$ cat config.mk
export PLATFORM = sky130hd
export DESIGN_NAME = gray2bin_rr_sched
export DESIGN_NICKNAME = d
export VERILOG_FILES = /design/src/rtl/gray_pkg.sv /design/src/rtl/gray2bin_serial.sv /design/src/rtl/gray2bin_rr_sched.sv
export SDC_FILE = /design/constraint.sdc
export NUM_CORES = 1
export LEC_CHECK = 0
export CORE_MARGIN = 4
export CORE_UTILIZATION = 35
export DETAILED_ROUTE_END_ITERATION = 8
export SYNTH_ARGS = -nofsm -noshare
export SYNTH_HDL_FRONTEND = slang
export SYNTH_SLANG_ARGS = --single-unit
export TNS_END_PERCENT = 1
$ cat constraint.sdc
create_clock -name clk -period 4.4 [get_ports clk]
set_input_delay 0.88 -clock clk [delete_from_list [all_inputs] [get_ports clk]]
set_output_delay 0.88 -clock clk [all_outputs]
set_load 0.05 [all_outputs]
$ cat src/rtl/gray_pkg.sv
// Shared definitions for the round-robin Gray-to-binary scheduler.
// Holds the FSM state encoding, the default sizes and the id-width helper.
package gray_pkg;

  localparam int DEF_N_REQ = 4;
  localparam int DEF_WIDTH = 4;

  typedef enum logic [1:0] {
    S_IDLE = 2'd0,
    S_CONV = 2'd1,
    S_DONE = 2'd2
  } state_t;

  // Width of a requester index; a single requester bit still needs one wire.
  function automatic int id_w(input int n);
    return (n <= 2) ? 1 : $clog2(n);
  endfunction

endpackage

$ cat src/rtl/gray2bin_serial.sv
// Bit-serial Gray-to-binary converter, MSB first; done_o is high during the last of WIDTH cycles.
// Latency WIDTH cycles after start_i; no backpressure, start_i must only be issued while idle.
module gray2bin_serial
  import gray_pkg::*;
#(
  parameter int WIDTH = DEF_WIDTH
) (
  input  logic             clk,
  input  logic             rst_n,
  input  logic             start_i,
  input  logic [WIDTH-1:0] gray_i,
  output logic             done_o,
  output logic [WIDTH-1:0] bin_o
);

  localparam int CW = $clog2(WIDTH);

  logic [WIDTH-1:0] sh_q;
  logic [WIDTH-2:0] bin_q;
  logic [CW-1:0]    cnt_q;
  logic             act_q;
  logic             bit_c;
  logic [WIDTH-1:0] bin_d;

  // bin_q[0] is the previously produced bit b[i+1]; it is cleared on start so b[MSB]=g[MSB].
  assign bit_c  = sh_q[WIDTH-1] ^ bin_q[0];
  assign bin_d  = {bin_q, bit_c};
  assign done_o = act_q && (cnt_q == '0);
  assign bin_o  = bin_d;

  always_ff @(posedge clk or negedge rst_n) begin
    if (!rst_n) begin
      sh_q  <= '0;
      bin_q <= '0;
      cnt_q <= '0;
      act_q <= 1'b0;
    end else if (start_i) begin
      sh_q  <= gray_i;
      bin_q <= '0;
      cnt_q <= CW'(WIDTH - 1);
      act_q <= 1'b1;
    end else if (act_q) begin
      sh_q  <= {sh_q[WIDTH-2:0], 1'b0};
      bin_q <= bin_d[WIDTH-2:0];
      if (cnt_q == '0) begin
        act_q <= 1'b0;
      end else begin
        cnt_q <= cnt_q - CW'(1);
      end
    end
  end

endmodule

$ cat src/rtl/gray2bin_rr_sched.sv
// Round-robin scheduler sharing one serial Gray-to-binary converter among N_REQ requesters.
// gnt at T, out_valid pulse at T+WIDTH+1; no backpressure, grants only issued when idle.
module gray2bin_rr_sched
  import gray_pkg::*;
#(
  parameter int N_REQ = DEF_N_REQ,
  parameter int WIDTH = DEF_WIDTH
) (
  input  logic                     clk,
  input  logic                     rst_n,
  input  logic [N_REQ-1:0]         req,
  input  logic [N_REQ*WIDTH-1:0]   gray_in,
  output logic [N_REQ-1:0]         gnt,
  output logic                     busy,
  output logic [WIDTH-1:0]         bin_out,
  output logic [id_w(N_REQ)-1:0]   out_id,
  output logic                     out_valid
);

  localparam int IDW = id_w(N_REQ);
  localparam logic [IDW-1:0] LAST = IDW'(N_REQ - 1);

  state_t           state_q, state_d;
  logic [IDW-1:0]   ptr_q, ptr_d;
  logic [IDW-1:0]   id_q, id_d;
  logic [WIDTH-1:0] bin_out_q;
  logic [IDW-1:0]   out_id_q;

  logic             pick_vld;
  logic [IDW-1:0]   pick_idx;
  logic [IDW-1:0]   scan_idx;
  logic [WIDTH-1:0] gray_sel;
  logic             start;
  logic             conv_done;
  logic [WIDTH-1:0] conv_bin;

  // Scan from ptr with explicit wrap so non-power-of-two N_REQ stays in range.
  always_comb begin
    pick_vld = 1'b0;
    pick_idx = '0;
    scan_idx = ptr_q;
    for (int i = 0; i < N_REQ; i++) begin
      if (!pick_vld && req[scan_idx]) begin
        pick_vld = 1'b1;
        pick_idx = scan_idx;
      end
      scan_idx = (scan_idx == LAST) ? '0 : scan_idx + IDW'(1);
    end
  end

  always_comb begin
    gray_sel = '0;
    for (int k = 0; k < N_REQ; k++) begin
      if (pick_idx == IDW'(k)) gray_sel = gray_in[k*WIDTH +: WIDTH];
    end
  end

  always_comb begin
    state_d = state_q;
    ptr_d   = ptr_q;
    id_d    = id_q;
    start   = 1'b0;
    case (state_q)
      S_IDLE: begin
        if (pick_vld) begin
          start   = 1'b1;
          id_d    = pick_idx;
          ptr_d   = (pick_idx == LAST) ? '0 : pick_idx + IDW'(1);
          state_d = S_CONV;
        end
      end
      S_CONV:  if (conv_done) state_d = S_DONE;
      S_DONE:  state_d = S_IDLE;
      default: state_d = S_IDLE;
    endcase
  end

  always_ff @(posedge clk or negedge rst_n) begin
    if (!rst_n) begin
      state_q   <= S_IDLE;
      ptr_q     <= '0;
      id_q      <= '0;
      bin_out_q <= '0;
      out_id_q  <= '0;
    end else begin
      state_q <= state_d;
      ptr_q   <= ptr_d;
      id_q    <= id_d;
      if (state_q == S_CONV && conv_done) begin
        bin_out_q <= conv_bin;
        out_id_q  <= id_q;
      end
    end
  end

  gray2bin_serial #(.WIDTH(WIDTH)) u_conv (
    .clk     (clk),
    .rst_n   (rst_n),
    .start_i (start),
    .gray_i  (gray_sel),
    .done_o  (conv_done),
    .bin_o   (conv_bin)
  );

  // Grant is a decode of the idle-state pick; gated by rst_n so it drops with reset.
  always_comb begin
    gnt = '0;
    for (int k = 0; k < N_REQ; k++) begin
      gnt[k] = rst_n && start && (pick_idx == IDW'(k));
    end
  end

  assign busy      = (state_q != S_IDLE);
  assign out_valid = (state_q == S_DONE);
  assign bin_out   = bin_out_q;
  assign out_id    = out_id_q;

endmodule

# Yosys cells after proc, flatten, opt, wreduce, memory -nomap -nowiden

Cells that the tools add are included.

Register bits after elaboration: 22
Output and inout port bits: 12
Logic and storage cells: 90

$add $sub $neg: 5
$lt $le $gt $ge: 4
Equal/unequal tests: 11
Multiplexer cells: 39
Bitwise operators: 1
Reductions and logical operators: 21

Operator list:

| operator                                            | number |
|---|---|
| 2-to-1 mux 2 bit                                    | 13 |
| 2-to-1 mux 4 bit                                    | 6 |
| 2-to-1 mux 1 bit                                    | 13 |
| equality test 2 bit, second input constant          | 6 |
| < comparator 2 x 3 -> 1 bit, second input constant  | 4 |
| logical AND 1 bit                                   | 10 |
| adder 2 x 1 -> 2 bit, second input constant         | 4 |
| binary-select mux 1 bit (select 2 bit)              | 4 |
| logical NOT 2 bit                                   | 3 |
| 2-to-1 mux 3 bit                                    | 2 |
| != test 2 bit, second input constant                | 3 |
| AND reduction 2 bit                                 | 3 |
| equality test 2 x 1 -> 1 bit, second input constant | 2 |
| one-hot mux 2 bit (2 select lines)                  | 1 |
| nonzero test 2 bit                                  | 2 |
| logical NOT 1 bit                                   | 3 |
| subtractor 2 x 1 -> 2 bit, second input constant    | 1 |
| XOR 1 bit                                           | 1 |

# Depth between registers and ports, before layout

Word-level depth: 18
Gate-level depth with buffers: 13
Depth with buffers taken out: 12

# Hierarchy

Synthesis repeated with hierarchy kept, for this count alone.

Cells, all modules: 183
Area, all modules: 1719.1 µm²

By module, submodules not included:

| module            | instances | cells each | area an instance (µm²) | sequential area each (µm²) |
|---|---|---|---|---|
| gray2bin_rr_sched | 1         | 141        | 1247.4                 | 300.3 |
| gray2bin_serial   | 1         | 42         | 471.7                  | 250.2 |

# Worst setup path before layout

No wires, ideal clock.

Kind: input port to output port
Start point: in req[0]
End point: out gnt[3]
Arrival time: 2983 ps
Slack: 537 ps
Stages: 8
Path buffers: 1
Path through: nor2b_1 or3_1 a221oi_4 nand2_1 a21oi_1 ha_1 buf_1 and3_1

Elaborated cells between the ends (all ways): 27
Those cells by class: eq/ne (1); mux (18); reduce/logical (8)

RTL lines:

| element                                | RTL line                 | source |
|---|---|---|
| start: declaration                     | gray2bin_rr_sched.sv:11  | `input logic [N_REQ-1:0] req,` |
| binary-select mux 1 bit (select 2 bit) | gray2bin_rr_sched.sv:43  | `if (!pick_vld && req[scan_idx]) begin` |
| 2-to-1 mux 1 bit (not written as such) | gray2bin_rr_sched.sv:43  |  |
| 2-to-1 mux 1 bit                       | gray2bin_rr_sched.sv:43  |  |
| logical NOT 1 bit                      | gray2bin_rr_sched.sv:43  |  |
| logical AND 1 bit                      | gray2bin_rr_sched.sv:43  |  |
| 2-to-1 mux 1 bit                       | gray2bin_rr_sched.sv:43  |  |
| logical NOT 1 bit                      | gray2bin_rr_sched.sv:43  |  |
| logical AND 1 bit                      | gray2bin_rr_sched.sv:43  |  |
| 2-to-1 mux 1 bit                       | gray2bin_rr_sched.sv:43  |  |
| logical NOT 1 bit                      | gray2bin_rr_sched.sv:43  |  |
| logical AND 1 bit                      | gray2bin_rr_sched.sv:43  |  |
| 2-to-1 mux 2 bit *                     | gray2bin_rr_sched.sv:43  |  |
| via pick_idx[1]                        | gray2bin_rr_sched.sv:30  | `logic [IDW-1:0] pick_idx;` |
| equality test 2 bit *                  | gray2bin_rr_sched.sv:109 | `gnt[k] = rst_n && start && (pick_idx == IDW'(k));` |
| logical AND 1 bit *                    | gray2bin_rr_sched.sv:109 |  |
| end: declaration                       | gray2bin_rr_sched.sv:13  | `output logic [N_REQ-1:0] gnt,` |

The timed path passes the listed nets; every way through them passes the cells marked *. The select of a mux whose other input is x is not followed.

# Worst setup path in the final report

Start point: in req[0]
End point: out gnt[0]

Elaborated cells between the ends (all ways): 27
Those cells by class: mux (18); reduce/logical (9)

RTL lines:

| element                                | RTL line |
|---|---|
| binary-select mux 1 bit (select 2 bit) | gray2bin_rr_sched.sv:43 |
| 2-to-1 mux 1 bit (not written as such) | gray2bin_rr_sched.sv:43 |
| 2-to-1 mux 1 bit                       | gray2bin_rr_sched.sv:43 |
| logical NOT 1 bit                      | gray2bin_rr_sched.sv:43 |
| logical AND 1 bit                      | gray2bin_rr_sched.sv:43 |
| 2-to-1 mux 1 bit                       | gray2bin_rr_sched.sv:43 |
| logical NOT 1 bit                      | gray2bin_rr_sched.sv:43 |
| logical AND 1 bit                      | gray2bin_rr_sched.sv:43 |
| 2-to-1 mux 1 bit                       | gray2bin_rr_sched.sv:43 |
| logical NOT 1 bit                      | gray2bin_rr_sched.sv:43 |
| logical AND 1 bit                      | gray2bin_rr_sched.sv:43 |
| 2-to-1 mux 2 bit *                     | gray2bin_rr_sched.sv:43 |
| via pick_idx[0]                        | gray2bin_rr_sched.sv:30 |
| logical NOT 2 bit *                    | gray2bin_rr_sched.sv:109 |
| logical AND 1 bit *                    | gray2bin_rr_sched.sv:109 |

Marked as above.

==> flow_metrics.py <==
metrics = {
    "critical_path": {
        "cp-start-kind": "input pin",
        "crit_fanout": 6,
        "cp-end-kind": "primary output",
        "crit_arrival_ns": 3.30,
        "cp_data_required_time_ns": 3.52,
        "critPathKind": "in2out",
    },
    "sta": {
        "max-slew-margin-rel": 0.621,
        "period_share": 0.951,
        "rsz0062_at_grt": "false",
        "timing.final.hold_violations": 0,
        "finalSetupTns_ns": 0,
        "min_period_ns": 4.18,
        "tightest_slew_ns": 0.567,
        "max_freq_mhz": 239,
        "setup_viol": 0,
        "slew_violations": 0,
        "skew_ns": 0.00227,
    },
    "synth": {
        "yosysTopAreaCell": "dfrtp_1",
        "syn_nets": 184,
        "ys_ff_latch": 22,
        "syn_inst": 156,
        "synth_area_sq_um": 1480,
        "synth-edff-count": 0,
        "seq_area_frac_synth": 0.373,
        "syn_area_per_cell_sq_um": 9.46,
        "synthArstFlopShare": 1.00,
        "synth.most_common_cell": "nand2_1",
        "synth_flop_cell": "dfrtp_1",
        "yosys_warnings": 0,
        "synth.area.top_cells": "dfrtp_1 (37%), mux2i_1 (6.8%), nand2_1 (6.1%)",
        "synth_top_area_frac": 0.373,
        "synth_common_cells": "nand2_1 (24), dfrtp_1 (22), mux2i_1 (10)",
        "synth.distinct_cells": 42,
    },
    "place": {
        "dpl_cell_area_sq_um": 1900,
        "dp_hpwl_um": 2640,
        "routabilityCongestion": 0.866,
        "port_buffers": 33,
    },
    "clocking": {
        "h-tree-depth": 1,
        "cts_sinks": 22,
        "cts_buffers": 3,
        "clkTransAtPathRegs_ns": 0.07,
        "tritoncts": "done",
        "root_buffer": "clkbuf_8",
        "cts_buffer_depth": 2,
        "clk_latency_ns": 0.26,
    },
    "grt": {
        "antenna_found_initial": 0,
        "grt_pass1_wl_um": 5600,
        "first_global_vias": 1253,
        "grt-ovfl-total": 0,
        "grt_max_degree": 16,
        "track_usage": 0.133,
    },
    "power_and_ir_drop": {
        "swShare": 0.470,
        "leakage_nw": 0.892,
        "seqPwrFrac": 0.220,
        "clockPowerShare": 0.073,
        "ir_worst_vdd_v": 0.000366,
        "internal-power_mw": 0.877,
        "power_density_nw_per_um2": 849,
        "switching_power_mw": 0.776,
        "power_frac_comb": 0.707,
    },
    "routing": {
        "vias": 1268,
        "viasPerCell": 5.31,
        "drt_iter0_markers": 19,
        "post-route-drc-count": 0,
        "avgRoutedWirePerCell_um": 13.5,
        "drt-pass1-iter-count": 4,
        "wl_um": 3220,
        "ant_nets": 0,
    },
    "cells_and_area": {
        "n_antenna_cell": 0,
        "drive_gt1_frac": 0.132,
        "fin_nets": 219,
        "area_growth_pct": 31.9,
        "stdcell_area_sq_um": 1950,
    },
    "floorplan": {
        "fp.dieArea_sq_um": 5320,
        "io_pins": 34,
        "initial_core_util": 0.366,
        "coreArea_sq_um": 4030,
        "die_height_um": 73.0,
        "die_width_um": 73.0,
        "rows": 23,
    },
    "worst_hold_path": {
        "hold_path_class": "reg2reg",
    },
    "run_status": {
        "outcome": "finished clean",
    },
    "run": {
        "cap_violations": 0,
    },
}
==> placed cells by master, fill, tap and decap left out, types with 3 or more instances in the layout <==
master	n
nand3_1	3
a221oi_1	7
nor3_1	3
clkdlybuf4s50_1	29
inv_1	6
a21oi_1	7
o21ai_0	6
clkbuf_8	3
buf_4	6
nand2b_1	4
ha_1	5
nor2b_1	8
dfrtp_1	22
buf_12	4
nor2_1	6
and3_1	6
mux2i_1	9
nand2_1	24
mux2_2	3
==> cell type report <==
cell class	count	area, sq um
fill	391	2080
tap	50	62.6
multi-input combinational	119	855
inverter	6	22.5
clock buffer	3	41.3
timing repair buffer	39	415
sequential	22	551
==> power by group through the flow <==
stage          Sequential [mW]  Clock [mW]  Combinational [mW]
6_report                 0.363       0.121                1.17
5_1_grt                  0.375       0.138                1.31
4_1_cts                  0.364       0.126                1.17
3_5_place_dp             0.368           0                1.16
3_3_place_gp             0.365           0                1.14
2_1_floorplan            0.425           0               0.810
==> critical path: stages <==
cell and delay, ns:
clkdlybuf4s50_1 0.49, nor2b_1 0.18, or3_1 0.44, a21oi_1 0.25
mux2i_2 0.36, inv_1 0.13, ha_1 0.24, and3_1 0.18
buf_12 0.15
==> registers in the layout (all words and copies together), names as in the netlist <==
register and cells:
id_q 2, bin_out 4, out_id 2, u_conv.sh_q 4
u_conv.bin_q 3, u_conv.act_q 1, u_conv.cnt_q 2, ptr_q 2
state_q 2
==> routing by layer <==
metal / global-route usage / share of wire
met1: 0.150 / 0.41
met2: 0.241 / 0.52
met3: 0.0372 / 0.062
met4: 0.0369 / 0.011
met5: 0 / 0
==> metrics by stage <==
stage / hold slack (ns) / setup slack [ns] / instances / total power [mW] / utilization
finish: 0.462 / 0.215 / 239 / 1.65 / 0.483
global placement: 0.450 / 0.238 / 236 / 1.51 / 0.471
detailed placement: 0.457 / 0.157 / 236 / 1.53 / 0.471
floorplan: 0.423 / 0.537 / 156 / 1.23 / -
CTS: 0.462 / 0.144 / 239 / 1.66 / 0.482
global route: 0.497 / 0.0418 / 239 / 1.82 / 0.483
==> repair_timing <==
item / 4_1_cts / 5_1_grt
resized for setup: 0 / 3
hold buffers: 0 / 0
endpoints found under the hold margin: 0 / 0
buffers inserted: 0 / 0
endpoints found under the setup margin: 0 / 3
==> logic make-up (layout without fill, tap and decap cells) <==
kind of cell | Yosys count | count (layout) | synth area share
AOI/OAI and AO/OA | 31 | 31 | 0.156
xor gates and xnor gates | 3 | 3 | 0.0178
adders and majority gates | 6 | 6 | 0.0508
buffers and inverters | 15 | 48 | 0.0525
DFF | 22 | 22 | 0.373
muxes | 17 | 17 | 0.134
and+or+nand+nor | 62 | 62 | 0.216
==> worst paths after layout <==
check | slack, ns | cells after the start | end | start
max in group asynchronous | 2.82 | 2 | out_id[0]$_DFFE_PN0P_ | rst_n
min in group asynchronous | 0.98 | 1 | u_conv.bin_q[0]$_DFFE_PN0P_ | rst_n
max reg2reg | 1.02 | 12 | u_conv.sh_q[0]$_DFFE_PN0P_ | ptr_q[1]$_DFFE_PN0P_
min reg2reg | 0.46 | 1 | state_q[0]$_DFFE_PN0P_ | state_q[1]$_DFFE_PN0P_
min | 0.46 | 1 | state_q[0]$_DFFE_PN0P_ | state_q[1]$_DFFE_PN0P_
max | 0.22 | 9 | gnt[0] | req[0]
Power figures use the tool's default switching activity.
